File: config.mk
export PLATFORM = sky130hd
export DESIGN_NAME = sigrnd_pipe
export DESIGN_NICKNAME = d
export VERILOG_FILES = /design/src/rtl/sigrnd_pipe.sv
export SDC_FILE = /design/constraint.sdc
export NUM_CORES = 1
export LEC_CHECK = 0
export CORE_ASPECT_RATIO = 0.5
export CORE_UTILIZATION = 45
export DETAILED_ROUTE_END_ITERATION = 6
export MAX_ROUTING_LAYER = met4
export PLACE_DENSITY = 0.72
export SLEW_MARGIN = 20
export SYNTH_ARGS = -nofsm -noshare
export SYNTH_HDL_FRONTEND = slang
export SYNTH_SLANG_ARGS = --single-unit
export TNS_END_PERCENT = 5
File: constraint.sdc
create_clock -name clk -period 2.85 [get_ports clk]
set_input_delay 0.7125 -clock clk [delete_from_list [all_inputs] [get_ports clk]]
set_output_delay 0.7125 -clock clk [all_outputs]
set_load 0.02 [all_outputs]
File: src/rtl/sigrnd_pipe.sv
// sigrnd_pipe: two-stage pipelined significand rounder.
// Stage 1 captures the beat and resolves the round-up decision (inc/inx).
// Stage 2 applies the increment, post-normalizes on carry and produces the
// e3/f3/OVF/INX form consumed by the exponent-rounding/packing stage.
// Valid/ready on both sides; each stage holds while its successor stalls.
module sigrnd_pipe #(
    parameter int EXP_W = 13
) (
    input  logic             clk,
    input  logic             rst_n,
    // upstream handshake and beat
    input  logic             in_valid,
    output logic             in_ready,
    input  logic             s,
    input  logic [EXP_W-1:0] e2,
    input  logic [55:0]      f2,
    input  logic [1:0]       RM,
    input  logic             db,
    // downstream handshake and beat
    output logic             out_valid,
    input  logic             out_ready,
    output logic             s_out,
    output logic [10:0]      e3,
    output logic [52:0]      f3,
    output logic [1:0]       RM_out,
    output logic             db_out,
    output logic             OVF,
    output logic             INX
);

    // Rounding mode encodings
    localparam logic [1:0] RM_RZ  = 2'b00;
    localparam logic [1:0] RM_RNE = 2'b01;
    localparam logic [1:0] RM_RUP = 2'b10;
    localparam logic [1:0] RM_RDN = 2'b11;

    // Overflow thresholds on the post-rounding biased exponent
    localparam logic [EXP_W-1:0] OVF_DB = EXP_W'(2047);
    localparam logic [EXP_W-1:0] OVF_SG = EXP_W'(255);

    // Bit position of the single-precision lsb inside the 53-bit significand
    localparam int SG_LSB = 29;

    // ------------------------------------------------------------------
    // Pipeline valid bits: [1] = stage 1 occupied, [2] = stage 2 occupied
    // ------------------------------------------------------------------
    logic [2:1] vld_pipe_q, vld_pipe_d;

    // Handshake strobes
    logic s2_adv;   // stage 2 can take a beat this cycle (empty or draining)
    logic s1_adv;   // stage 1 hands its beat to stage 2 this cycle
    logic in_fire;  // input beat accepted this cycle

    // ------------------------------------------------------------------
    // Stage 1 registers
    // ------------------------------------------------------------------
    logic             s1_s_q,   s1_s_d;
    logic [EXP_W-1:0] s1_e_q,   s1_e_d;
    logic [52:0]      s1_sig_q, s1_sig_d;
    logic             s1_inc_q, s1_inc_d;
    logic             s1_inx_q, s1_inx_d;
    logic [1:0]       s1_rm_q,  s1_rm_d;
    logic             s1_db_q,  s1_db_d;

    // ------------------------------------------------------------------
    // Stage 2 (output) registers
    // ------------------------------------------------------------------
    logic             s_out_q,  s_out_d;
    logic [10:0]      e3_q,     e3_d;
    logic [52:0]      f3_q,     f3_d;
    logic [1:0]       rm_out_q, rm_out_d;
    logic             db_out_q, db_out_d;
    logic             ovf_q,    ovf_d;
    logic             inx_q,    inx_d;

    // Stage 1 combinational: round-bit extraction and decision
    logic        in_lsb, in_g, in_r, in_st;
    logic        in_grs;
    logic        in_inc;
    logic [52:0] in_sig;

    // Stage 2 combinational: increment and post-normalization
    logic [53:0]      sum;
    logic [52:0]      sig_r;
    logic [EXP_W-1:0] exp_r;
    logic             ovf_r;

    // Handshake: a stage advances when its successor is empty or advancing
    always_comb begin
        s2_adv   = ~vld_pipe_q[2] | out_ready;
        s1_adv   = vld_pipe_q[1] & s2_adv;
        in_ready = ~vld_pipe_q[1] | s2_adv;
        in_fire  = in_valid & in_ready;

        vld_pipe_d = vld_pipe_q;
        // Stage 1 fills on accept, empties when its beat moves on
        if (in_fire)
            vld_pipe_d[1] = 1'b1;
        else if (s1_adv)
            vld_pipe_d[1] = 1'b0;
        // Stage 2 fills from stage 1, empties when the consumer takes it
        if (s1_adv)
            vld_pipe_d[2] = 1'b1;
        else if (out_ready)
            vld_pipe_d[2] = 1'b0;
    end

    // Stage 1 decode: pick lsb/G/R/S per format and decide the round-up
    always_comb begin
        in_lsb = 1'b0;
        in_g   = 1'b0;
        in_r   = 1'b0;
        in_st  = 1'b0;
        in_sig = '0;
        if (db) begin
            in_lsb = f2[3];
            in_g   = f2[2];
            in_r   = f2[1];
            in_st  = f2[0];
            in_sig = f2[55:3];
        end else begin
            // Everything below the round bit folds into sticky for single
            in_lsb = f2[32];
            in_g   = f2[31];
            in_r   = f2[30];
            in_st  = |f2[29:0];
            in_sig = {f2[55:32], 29'b0};
        end

        in_grs = in_g | in_r | in_st;

        in_inc = 1'b0;
        case (RM)
            RM_RZ:   in_inc = 1'b0;
            RM_RNE:  in_inc = in_g & (in_r | in_st | in_lsb);
            RM_RUP:  in_inc = ~s & in_grs;
            RM_RDN:  in_inc = s & in_grs;
            default: in_inc = 1'b0;
        endcase
    end

    // Stage 1 next state: load on accept, otherwise hold
    always_comb begin
        s1_s_d   = s1_s_q;
        s1_e_d   = s1_e_q;
        s1_sig_d = s1_sig_q;
        s1_inc_d = s1_inc_q;
        s1_inx_d = s1_inx_q;
        s1_rm_d  = s1_rm_q;
        s1_db_d  = s1_db_q;
        if (in_fire) begin
            s1_s_d   = s;
            s1_e_d   = e2;
            s1_sig_d = in_sig;
            s1_inc_d = in_inc;
            s1_inx_d = in_grs;
            s1_rm_d  = RM;
            s1_db_d  = db;
        end
    end

    // Stage 2 datapath: add inc at the format lsb, renormalize on carry
    always_comb begin
        if (s1_db_q)
            sum = {1'b0, s1_sig_q} + 54'(s1_inc_q);
        else
            sum = {1'b0, s1_sig_q} + (54'(s1_inc_q) << SG_LSB);

        // Carry out of the integer bit only happens from all-ones, so the
        // rounded significand is exactly 1.0 and the exponent steps up.
        // A denormal rounding into 1.0 sets bit 52 without a carry and
        // keeps its exponent.
        if (sum[53]) begin
            sig_r = {1'b1, 52'b0};
            exp_r = s1_e_q + EXP_W'(1);
        end else begin
            sig_r = sum[52:0];
            exp_r = s1_e_q;
        end

        // Bits below the single lsb never carry information
        if (!s1_db_q)
            sig_r[SG_LSB-1:0] = '0;

        ovf_r = s1_db_q ? (exp_r >= OVF_DB) : (exp_r >= OVF_SG);
    end

    // Stage 2 next state: load when stage 1 advances, otherwise hold stable
    always_comb begin
        s_out_d  = s_out_q;
        e3_d     = e3_q;
        f3_d     = f3_q;
        rm_out_d = rm_out_q;
        db_out_d = db_out_q;
        ovf_d    = ovf_q;
        inx_d    = inx_q;
        if (s1_adv) begin
            s_out_d  = s1_s_q;
            e3_d     = s1_db_q ? exp_r[10:0] : {3'b000, exp_r[7:0]};
            f3_d     = {sig_r[51:0], sig_r[52]};
            rm_out_d = s1_rm_q;
            db_out_d = s1_db_q;
            ovf_d    = ovf_r;
            inx_d    = s1_inx_q | ovf_r;
        end
    end

    // Valid-bit register; reset drops any in-flight beats
    always_ff @(posedge clk or negedge rst_n) begin
        if (!rst_n)
            vld_pipe_q <= '0;
        else
            vld_pipe_q <= vld_pipe_d;
    end

    // Stage 1 data register
    always_ff @(posedge clk or negedge rst_n) begin
        if (!rst_n) begin
            s1_s_q   <= 1'b0;
            s1_e_q   <= '0;
            s1_sig_q <= '0;
            s1_inc_q <= 1'b0;
            s1_inx_q <= 1'b0;
            s1_rm_q  <= 2'b00;
            s1_db_q  <= 1'b0;
        end else begin
            s1_s_q   <= s1_s_d;
            s1_e_q   <= s1_e_d;
            s1_sig_q <= s1_sig_d;
            s1_inc_q <= s1_inc_d;
            s1_inx_q <= s1_inx_d;
            s1_rm_q  <= s1_rm_d;
            s1_db_q  <= s1_db_d;
        end
    end

    // Stage 2 output register
    always_ff @(posedge clk or negedge rst_n) begin
        if (!rst_n) begin
            s_out_q  <= 1'b0;
            e3_q     <= '0;
            f3_q     <= '0;
            rm_out_q <= 2'b00;
            db_out_q <= 1'b0;
            ovf_q    <= 1'b0;
            inx_q    <= 1'b0;
        end else begin
            s_out_q  <= s_out_d;
            e3_q     <= e3_d;
            f3_q     <= f3_d;
            rm_out_q <= rm_out_d;
            db_out_q <= db_out_d;
            ovf_q    <= ovf_d;
            inx_q    <= inx_d;
        end
    end

    // Output drive
    always_comb begin
        out_valid = vld_pipe_q[2];
        s_out     = s_out_q;
        e3        = e3_q;
        f3        = f3_q;
        RM_out    = rm_out_q;
        db_out    = db_out_q;
        OVF       = ovf_q;
        INX       = inx_q;
    end

endmodule

==> flow_summary.ini, run 1 <==
[yosys]
synth_edf_count = 0
synth_cells = 727
yosysTopAreaCell = dfrtp_1
yosysTopAreaCellShare = 0.512
syn_avg_cell_area_sq_um = 9.68
synthFlopType = dfrtp_1
synthTopCellsByArea = dfrtp_1, nand2_1, o21ai_0
ys_ff_latch = 144
ys_async_sr_fraction = 1.00
synth_warnings = 0
synthesis.area_sq_um = 7040
ys_types = 48
synth_nets = 809
ys_seq_area_frac = 0.512

[setup_path]
cp_cell_sequence = ha_1 > nand4_1 > nor4_4 > nand4_2 > a211oi_4 > buf_4 > and4_1 > o31ai_2 > o41ai_2 > o32a_1
critical_path.top_delay_family = compound AO/OA/AOI/OAI gates
worstPathArrival_ns = 3.03
crit_buf_inv = 1
cp-start-kind = register
critPathCapture = INX$_DFFE_PN0P_
max_stage_delay_ns = 0.37
rr_endpoint = INX$_DFFE_PN0P_
crit_fanout = 8
criticalPathCategory = register to register
path_depth = 10
cpMaxStageDelayCell = dfrtp_1
cp-startpoint = s1_inc_q$_DFFE_PN0P_
r2r_setup_slack_ns = 0.18
cp.required_ns = 3.20
cp-end-kind = register
r2r-start = s1_inc_q$_DFFE_PN0P_
r2r_cells = 10

[floorplanning]
rows = 31
ios = 149
dieHeight_um = 90.4
fp.dieArea_sq_um = 16200
fp.dieW_um = 179
core_area_sq_um = 14900
initial_utilization = 0.474

[power]
cellLeakagePower_uw = 0.00389
p_clk_frac = 0.367
power_frac_comb = 0.218
vdd_drop_max_mv = 0.435
p_total_uw = 6390
p_int_uw = 4510
pwr-share-seq = 0.415
p_switching_uw = 1880
powerDensity_nw_per_um2 = 674
switching_share = 0.295

[route]
drc = 0
final_antenna_net_count = 0
wirelength_um = 17500
drt_pass1_iterations = 6
num_vias = 5781
viasPerCell = 5.31
drt_iter0_drc = 306
wl_per_cell_um = 16.1

[finish]
design_area_sq_um = 9480
n_antenna_cell = 0
area_delta_synth_final_pct = 34.7
layout-drive-gt1-share = 0.125
fin_nets = 961

[cts]
cts_made_buffers = 17
cts_hold_buffers = 0
htree_levels = 4
clock-root-buffer = clkbuf_16
cts_tree = built
clock_sinks = 144
cts_resized = 0
cts.path.max_buffers = 2
cts_setup_buffers = 0
clkLatencyLatePin_ns = 0.42
clk_pin_slew_worst_paths_ns = 0.06

[min_path]
hp-class = input pin to asynchronous set/reset pin

[timing]
worst_pin_slew_ns = 0.524
timing.final.crit_share = 0.938
setup_violations = 0
min_period_ns = 2.67
relSlewSlack = 0.647
final.setup.tns_ns = 0
fin_skew_ns = 0.0135
hold_viol = 0
slew_violations = 0
fmax_mhz = 374

[global_route]
first_global_vias = 5784
antenna_found_initial = 0
grt.overflow.total = 0
grt_pass1_wl_um = 29400
grt_use_total = 0.239
grt_max_degree = 75

[placement]
placement.io_buffers = 148
dp_hpwl_um = 12700
placed_area_sq_um = 8860
globalplace.congestion = 0.949

[job]
maxCapViolCount = 0

[status]
status = finished clean
## power groups by stage
stage / Combinational [uW] / Sequential (uW) / Clock [uW]
after floorplan: 526 / 2830 / 0
after global placement: 1380 / 2670 / 0
after detailed placement: 1400 / 2680 / 0
after CTS: 1410 / 2650 / 2380
after global routing: 1520 / 2700 / 2460
final: 1390 / 2650 / 2350
## metal layers
metal,up-vias,global-route usage,wire length (um)
li1,2820,-,-
met1,2811,0.315,8070
met2,137,0.377,8530
met3,13,0.0455,784
met4,0,0.0621,136
met5,-,-,0
## synthesized netlist by cell type (3+ instances only)
cell      instances
and2_1            5
and3_1           11
and4_1            7
clkbuf_1         35
dfrtp_1         144
ha_1              5
inv_1             5
mux2_2           40
nand2_1         170
nand2b_1          6
nand3_1          29
nand4_1          25
nand4b_1          4
nor2_1           21
nor2b_1           4
nor3_1            9
nor4_1            7
o21ai_0          97
o31ai_1           5
or3_1             3
xnor2_1          20
xor2_1           40
## sequential cells by signal, summed over array words and instances, names as in the netlist, 2 cells and up
signal and flops:
s1_sig_q 53, e3 11, f3 53, s1_e_q 13, vld_pipe_q 2, RM_out 2
s1_rm_q 2
## worst min path at each step
stage	from	endpoint	slack [ns]
2_1_floorplan	rst_n	INX$_DFFE_PN0P_	0.42
3_3_place_gp	s1_s_q$_DFFE_PN0P_	s_out$_DFFE_PN0P_	0.44
3_5_place_dp	s1_rm_q[0]$_DFFE_PN0P_	RM_out[0]$_DFFE_PN0P_	0.46
4_1_cts	rst_n	f3[9]$_DFFE_PN0P_	0.26
5_1_grt	rst_n	f3[9]$_DFFE_PN0P_	0.27
6_report	rst_n	s1_sig_q[4]$_DFFE_PN0P_	0.25
## layout make-up
type	instances	area, sq um
clock buffers	17	425
clock inverters	13	189
fillers	1246	5370
inverters	5	18.8
multi-input cells	539	3290
flip-flops and latches	144	3600
well taps	198	248
repair buffers	172	1710
## cell families (layout without fill, tap and decap cells)
| logic type | Yosys count | count (layout) | share of synthesized area |
|---|---|---|---|
| compound gates | 119 | 119 | 0.0967 |
| xor+xnor | 60 | 60 | 0.0747 |
| fa+ha+maj | 5 | 5 | 0.00889 |
| buf+inv | 44 | 207 | 0.0238 |
| flops | 144 | 144 | 0.512 |
| mux | 42 | 42 | 0.0668 |
| simple gates | 313 | 313 | 0.217 |
## stage by stage
| stage | setup WS, ns | util | instances | hold slack [ns] |
|---|---|---|---|---|
| floorplan | 0.322 | - | 727 | 0.417 |
| global placement | 0.102 | 0.596 | 1058 | 0.444 |
| detailed placement | 0.123 | 0.596 | 1058 | 0.456 |
| CTS | 0.110 | 0.638 | 1088 | 0.256 |
| global route | -0.00358 | 0.638 | 1088 | 0.273 |
| finish | 0.177 | 0.638 | 1088 | 0.246 |
## cells in the final DEF (no fill, tap or decap), types with 20 or more instances in the layout
cell type,n
mux2_2,40
nand3_1,29
buf_4,20
dfrtp_1,144
nand4_1,25
o21ai_0,97
xor2_1,40
nand2_1,168
xnor2_1,20
nor2_1,20
clkdlybuf4s50_1,147
(Power assumes the default switching activity.)
==> run 2: changes to the inputs <==
Settings changed: CORE_MARGIN set to 2, CORE_UTILIZATION 45 to 51, PLACE_DENSITY 0.72 to 0.8.
Clock period 2.85 ns to 2.9 ns, I/O delays scaled along.
==> run 2 against run 1 <==
Net effect: fmax down 0.65%; critical endpoint unchanged; first-iteration DRC count up 38%; worst setup slack better by 0.033 ns; hold slack worse by 0.075 ns; core utilization up 5.9 points; highest routed layer unchanged; sequential cell count unchanged; final cell count down 2.4%; clock skew down 0.0024 ns.
==> flow_summary.ini, run 2 (synthesized netlist as in run 1, its figures left out) <==
[timing]
hold_viol = 0
relSlewSlack = 0.600
fmax_mhz = 372
rsz0062_at_grt = false
setup_violations = 0
final.setup.tns_ns = 0
min_period_ns = 2.69
fin_skew_ns = 0.0111
timing.final.crit_share = 0.928
worst_pin_slew_ns = 0.595
slew_violations = 0

[finish]
multi_input_area_sq_um = 3280
seqCellArea_sq_um = 3600
area_delta_synth_final_pct = 33.9
fillers = 1000
layout_common_cells = nand2_1, clkdlybuf4s50_1, dfrtp_1
fin_nets = 956
layout-drive-gt1-share = 0.117
layout_commonest_cell = nand2_1
n_antenna_cell = 0
design_area_sq_um = 9420

[cts]
clock_sinks = 144
clkLatencyLatePin_ns = 0.42
clk_pin_slew_worst_paths_ns = 0.06
cts_tree = built
cts.path.max_buffers = 2
cts_setup_buffers = 0
htree_levels = 4
cts_resized = 0
cts_hold_buffers = 0
cts_made_buffers = 17
clock-root-buffer = clkbuf_16

[global_route]
grt_max_degree = 83
grt.overflow.total = 0
first_global_vias = 5767
antenna_found_initial = 0
grt_use_total = 0.262
grt_pass1_wl_um = 29100

[setup_path]
worstPathArrival_ns = 3.05
cp-start-kind = register
crit_fanout = 8
r2r_cells = 9
cp.required_ns = 3.26
cp-end-kind = register
criticalPathCategory = register to register

[placement]
placed_area_sq_um = 8770
globalplace.congestion = 0.883
placement.io_buffers = 148
dp_hpwl_um = 12800

[floorplanning]
rows = 30
fp.dieW_um = 170
core_area_sq_um = 13500
dieHeight_um = 87.1
initial_utilization = 0.521
fp.dieArea_sq_um = 14800
ios = 149

[status]
status = finished clean

[route]
drt_iter0_drc = 421
wl_per_cell_um = 17.0
drt_pass1_iterations = 5
final_antenna_net_count = 0
viasPerCell = 5.57
drc = 0
num_vias = 5918
wirelength_um = 18000

[power]
powerDensity_nw_per_um2 = 678
vdd_drop_max_mv = 0.484
cellLeakagePower_uw = 0.00387

[min_path]
hp-class = input pin to asynchronous set/reset pin

[job]
maxCapViolCount = 0
-- run 2: worst paths after layout --
kind / start / to / slack (ns)
worst max-delay path: s1_sig_q[14]$_DFFE_PN0P_ / INX$_DFFE_PN0P_ / 0.21
worst min-delay path: rst_n / f3[8]$_DFFE_PN0P_ / 0.17
worst max register to register: s1_sig_q[14]$_DFFE_PN0P_ / INX$_DFFE_PN0P_ / 0.21
worst min register to register: s1_s_q$_DFFE_PN0P_ / s_out$_DFFE_PN0P_ / 0.47
max in group asynchronous: rst_n / f3[47]$_DFFE_PN0P_ / 1.84
min in group clk: s1_s_q$_DFFE_PN0P_ / s_out$_DFFE_PN0P_ / 0.47
-- run 2: power breakdown --
group	total (uW)	internal, uW	leakage [uW]	switching [uW]
Sequential	2620	2320	0.00179	300
Clock	2390	1530	0.000307	869
Combinational	1370	672	0.00177	701
-- run 2: cell type report --
| cell class | count | area share |
|---|---|---|
| Inverter | 5 | 0.00199 |
| Clock inverter | 13 | 0.0223 |
| Timing Repair Buffer | 167 | 0.176 |
| Tap cell | 176 | 0.0234 |
| Clock buffer | 18 | 0.0456 |
| Multi-Input combinational cell | 539 | 0.348 |
| Sequential cell | 144 | 0.382 |
-- run 2: metal layers --
| layer | GRT usage | vias up | share of wire |
|---|---|---|---|
| li1 | - | 2816 | - |
| met5 | - | - | 0 |
| met2 | 0.441 | 183 | 0.50 |
| met4 | 0.0901 | 0 | 0.023 |
| met3 | 0.0500 | 43 | 0.051 |
| met1 | 0.322 | 2876 | 0.43 |
-- run 2: per-stage QoR --
step | total power, uW | setup WS [ns] | utilization | std cells | hold slack [ns]
floorplan | 3300 | 0.372 | - | 727 | 0.429
global placement | 3970 | 0.137 | 0.649 | 1030 | 0.447
detailed placement | 4020 | 0.0554 | 0.649 | 1030 | 0.449
CTS | 6410 | 0.111 | 0.697 | 1061 | 0.176
global route | 6670 | 0.0296 | 0.697 | 1062 | 0.187
finish | 6380 | 0.209 | 0.697 | 1062 | 0.171
-- run 2: worst max-delay path, cell delays in order, from the launching register on --
cell and delay, ns:
dfrtp_1 0.45, nand4_1 0.23, nor4_4 0.36, nand4_2 0.20
a211oi_4 0.35, buf_4 0.23, and4_1 0.21, o31ai_2 0.07
o41ai_2 0.34, o32a_1 0.19
==> run 3: changes to the inputs <==
Settings changed: ABC_AREA set to 1, CAP_MARGIN set to 20, CORE_UTILIZATION 51 to 52.
==> run 3 against run 2 <==
Net effect: first-iteration DRC count up 49%; core utilization up 2.3 points; combinational power is 44% higher.
==> flow_summary.ini, run 3 <==
[setup_path]
r2r_cells = 17
r2r-start = s1_inc_q$_DFFE_PN0P_
cp-start-kind = input pin
cp.required_ns = 2.17
r2r_setup_slack_ns = 0.26
crit_fanout = 3
cp-end-kind = primary output
criticalPathCategory = input pin to primary output
worstPathArrival_ns = 1.98
rr_endpoint = INX$_DFFE_PN0P_

[yosys]
synth_cells = 958
synthTopCellsByArea = dfrtp_1, nand2_1, o21ai_0
yosys-top-cells-count = nand2_1, dfrtp_1, o21ai_0
synthesis.area_sq_um = 7480
synthFlopType = dfrtp_1
syn_avg_cell_area_sq_um = 7.80
synth_edf_count = 0
ys_seq_area_frac = 0.482
synth_nets = 1040
synth_warnings = 0
ys_types = 43
yosysTopAreaCellShare = 0.482
ys_ff_latch = 144
ys_async_sr_fraction = 1.00
yosysTopAreaCell = dfrtp_1
synth.most_common_cell = nand2_1

[finish]
layout_common_cells = nand2_1, clkdlybuf4s50_1, dfrtp_1
layout_commonest_cell = nand2_1
final_core_util = 0.720
area_delta_synth_final_pct = 33.1
layout-drive-gt1-share = 0.0759
fin_nets = 1203
n_antenna_cell = 0

[global_route]
grt_use_total = 0.316
antenna_found_initial = 0
grt.overflow.total = 0
grt_pass1_wl_um = 36700
grt_max_degree = 73
first_global_vias = 7203

[cts]
cts_setup_buffers = 0
cts.path.max_buffers = 2
cts_made_buffers = 17
clk_pin_slew_worst_paths_ns = 0.07
htree_levels = 4
clock-root-buffer = clkbuf_16
clock_sinks = 144
cts_tree = built
clkLatencyLatePin_ns = 0.42
cts_hold_buffers = 0
cts_resized = 0

[timing]
timing.final.crit_share = 0.934
fin_skew_ns = 0.0112
hold_viol = 0
final.setup.tns_ns = 0
hold_ws_ns = 0.256
slew_violations = 0
worst_pin_slew_ns = 0.555
setup_violations = 0
rsz0062_at_grt = false
relSlewSlack = 0.630
fmax_mhz = 369
min_period_ns = 2.71

[route]
drt_pass1_iterations = 5
final_antenna_net_count = 0
drc = 0
wl_per_cell_um = 17.1
drt_iter0_drc = 629
viasPerCell = 5.50
wirelength_um = 22600
num_vias = 7293

[floorplanning]
rows = 30
initial_utilization = 0.541
dieHeight_um = 88.8
ios = 149
fp.dieW_um = 174
fp.dieArea_sq_um = 15400
core_area_sq_um = 13800

[power]
cellLeakagePower_uw = 0.00451
p_total_uw = 7090
powerDensity_nw_per_um2 = 712
vdd_drop_max_mv = 0.471

[placement]
dp_hpwl_um = 16700
globalplace.congestion = 0.973
placement.io_buffers = 148

[job]
maxCapViolCount = 0

[min_path]
hp-class = input pin to asynchronous set/reset pin

[status]
status = finished clean
## run 3: changes by cell type in the layout (fill, tap and decap cells not counted), moves of 8 or more
cell and delta:
nor2_1 +46, nor3_1 +16, nand2_1 +119, o22ai_1 +8
xnor2_1 -16, buf_4 +13, mux2_2 -40, and3_1 -11
a21oi_1 +17, inv_1 +90, nand3_1 +28, xor2_1 -10
## run 3: kinds of logic (layout without fill, tap and decap cells)
group / count (synthesis) / count (layout) / synth area share
XOR/XNOR: 34 / 34 / 0.0398
AO/OA/AOI/OAI: 151 / 151 / 0.113
AND/OR/NAND/NOR: 491 / 491 / 0.287
buffers and inverters: 132 / 307 / 0.0688
flip-flops: 144 / 144 / 0.482
adder cells (fa/ha/maj): 5 / 5 / 0.00837
multiplexers: 1 / 1 / 0.00134
## run 3: report_power, final
part | total [uW] | switching [uW] | internal, uW
registers | 2670 | 288 | 2380
clock network | 2450 | 910 | 1540
logic | 1970 | 1140 | 832
total | 7090 | 2340 | 4750
## run 3: layout make-up
type	count	area (sq um)
inverters	97	364
flip-flops and latches	144	3600
repair buffers	179	1740
clock inverters	12	208
multi-input cells	682	3360
clock buffers	19	433
fillers	1112	3860
well taps	192	240
## run 3: how the worst max path moves through the flow
stage                                     from                  to  slack [ns]  cells past startpoint
after floorplan           s1_inc_q$_DFFE_PN0P_  f3[51]$_DFFE_PN0P_        0.78                     13
after global placement               out_ready            in_ready        0.25                      4
after detailed placement             out_ready            in_ready        0.18                      4
after CTS                            out_ready            in_ready        0.19                      4
after global routing      s1_inc_q$_DFFE_PN0P_     INX$_DFFE_PN0P_        0.07                     17
final                                out_ready            in_ready        0.19                      4
## run 3: worst max-delay path, stage by stage
cell and delay (ns):
clkdlybuf4s50_1 0.46, inv_1 0.06, nand3_1 0.12, clkdlybuf4s50_1 0.62
## run 3: per-layer routing
layer  part of all wire  track usage  up-vias
met1               0.46        0.428     3474
met2               0.44        0.485      331
met5                  0            -        -
met3              0.076       0.0704       38
met4              0.015       0.0894        0
li1                   -            -     3450
## run 3: per-stage QoR
stage                     worst slack, ns  std cells  area (sq um)
final                               0.192       1325          9950
after global routing               0.0713       1325          9950
after CTS                           0.187       1325          9950
after detailed placement            0.181       1294          9310
after global placement              0.249       1294          9310
after floorplan                     0.780        958          7480
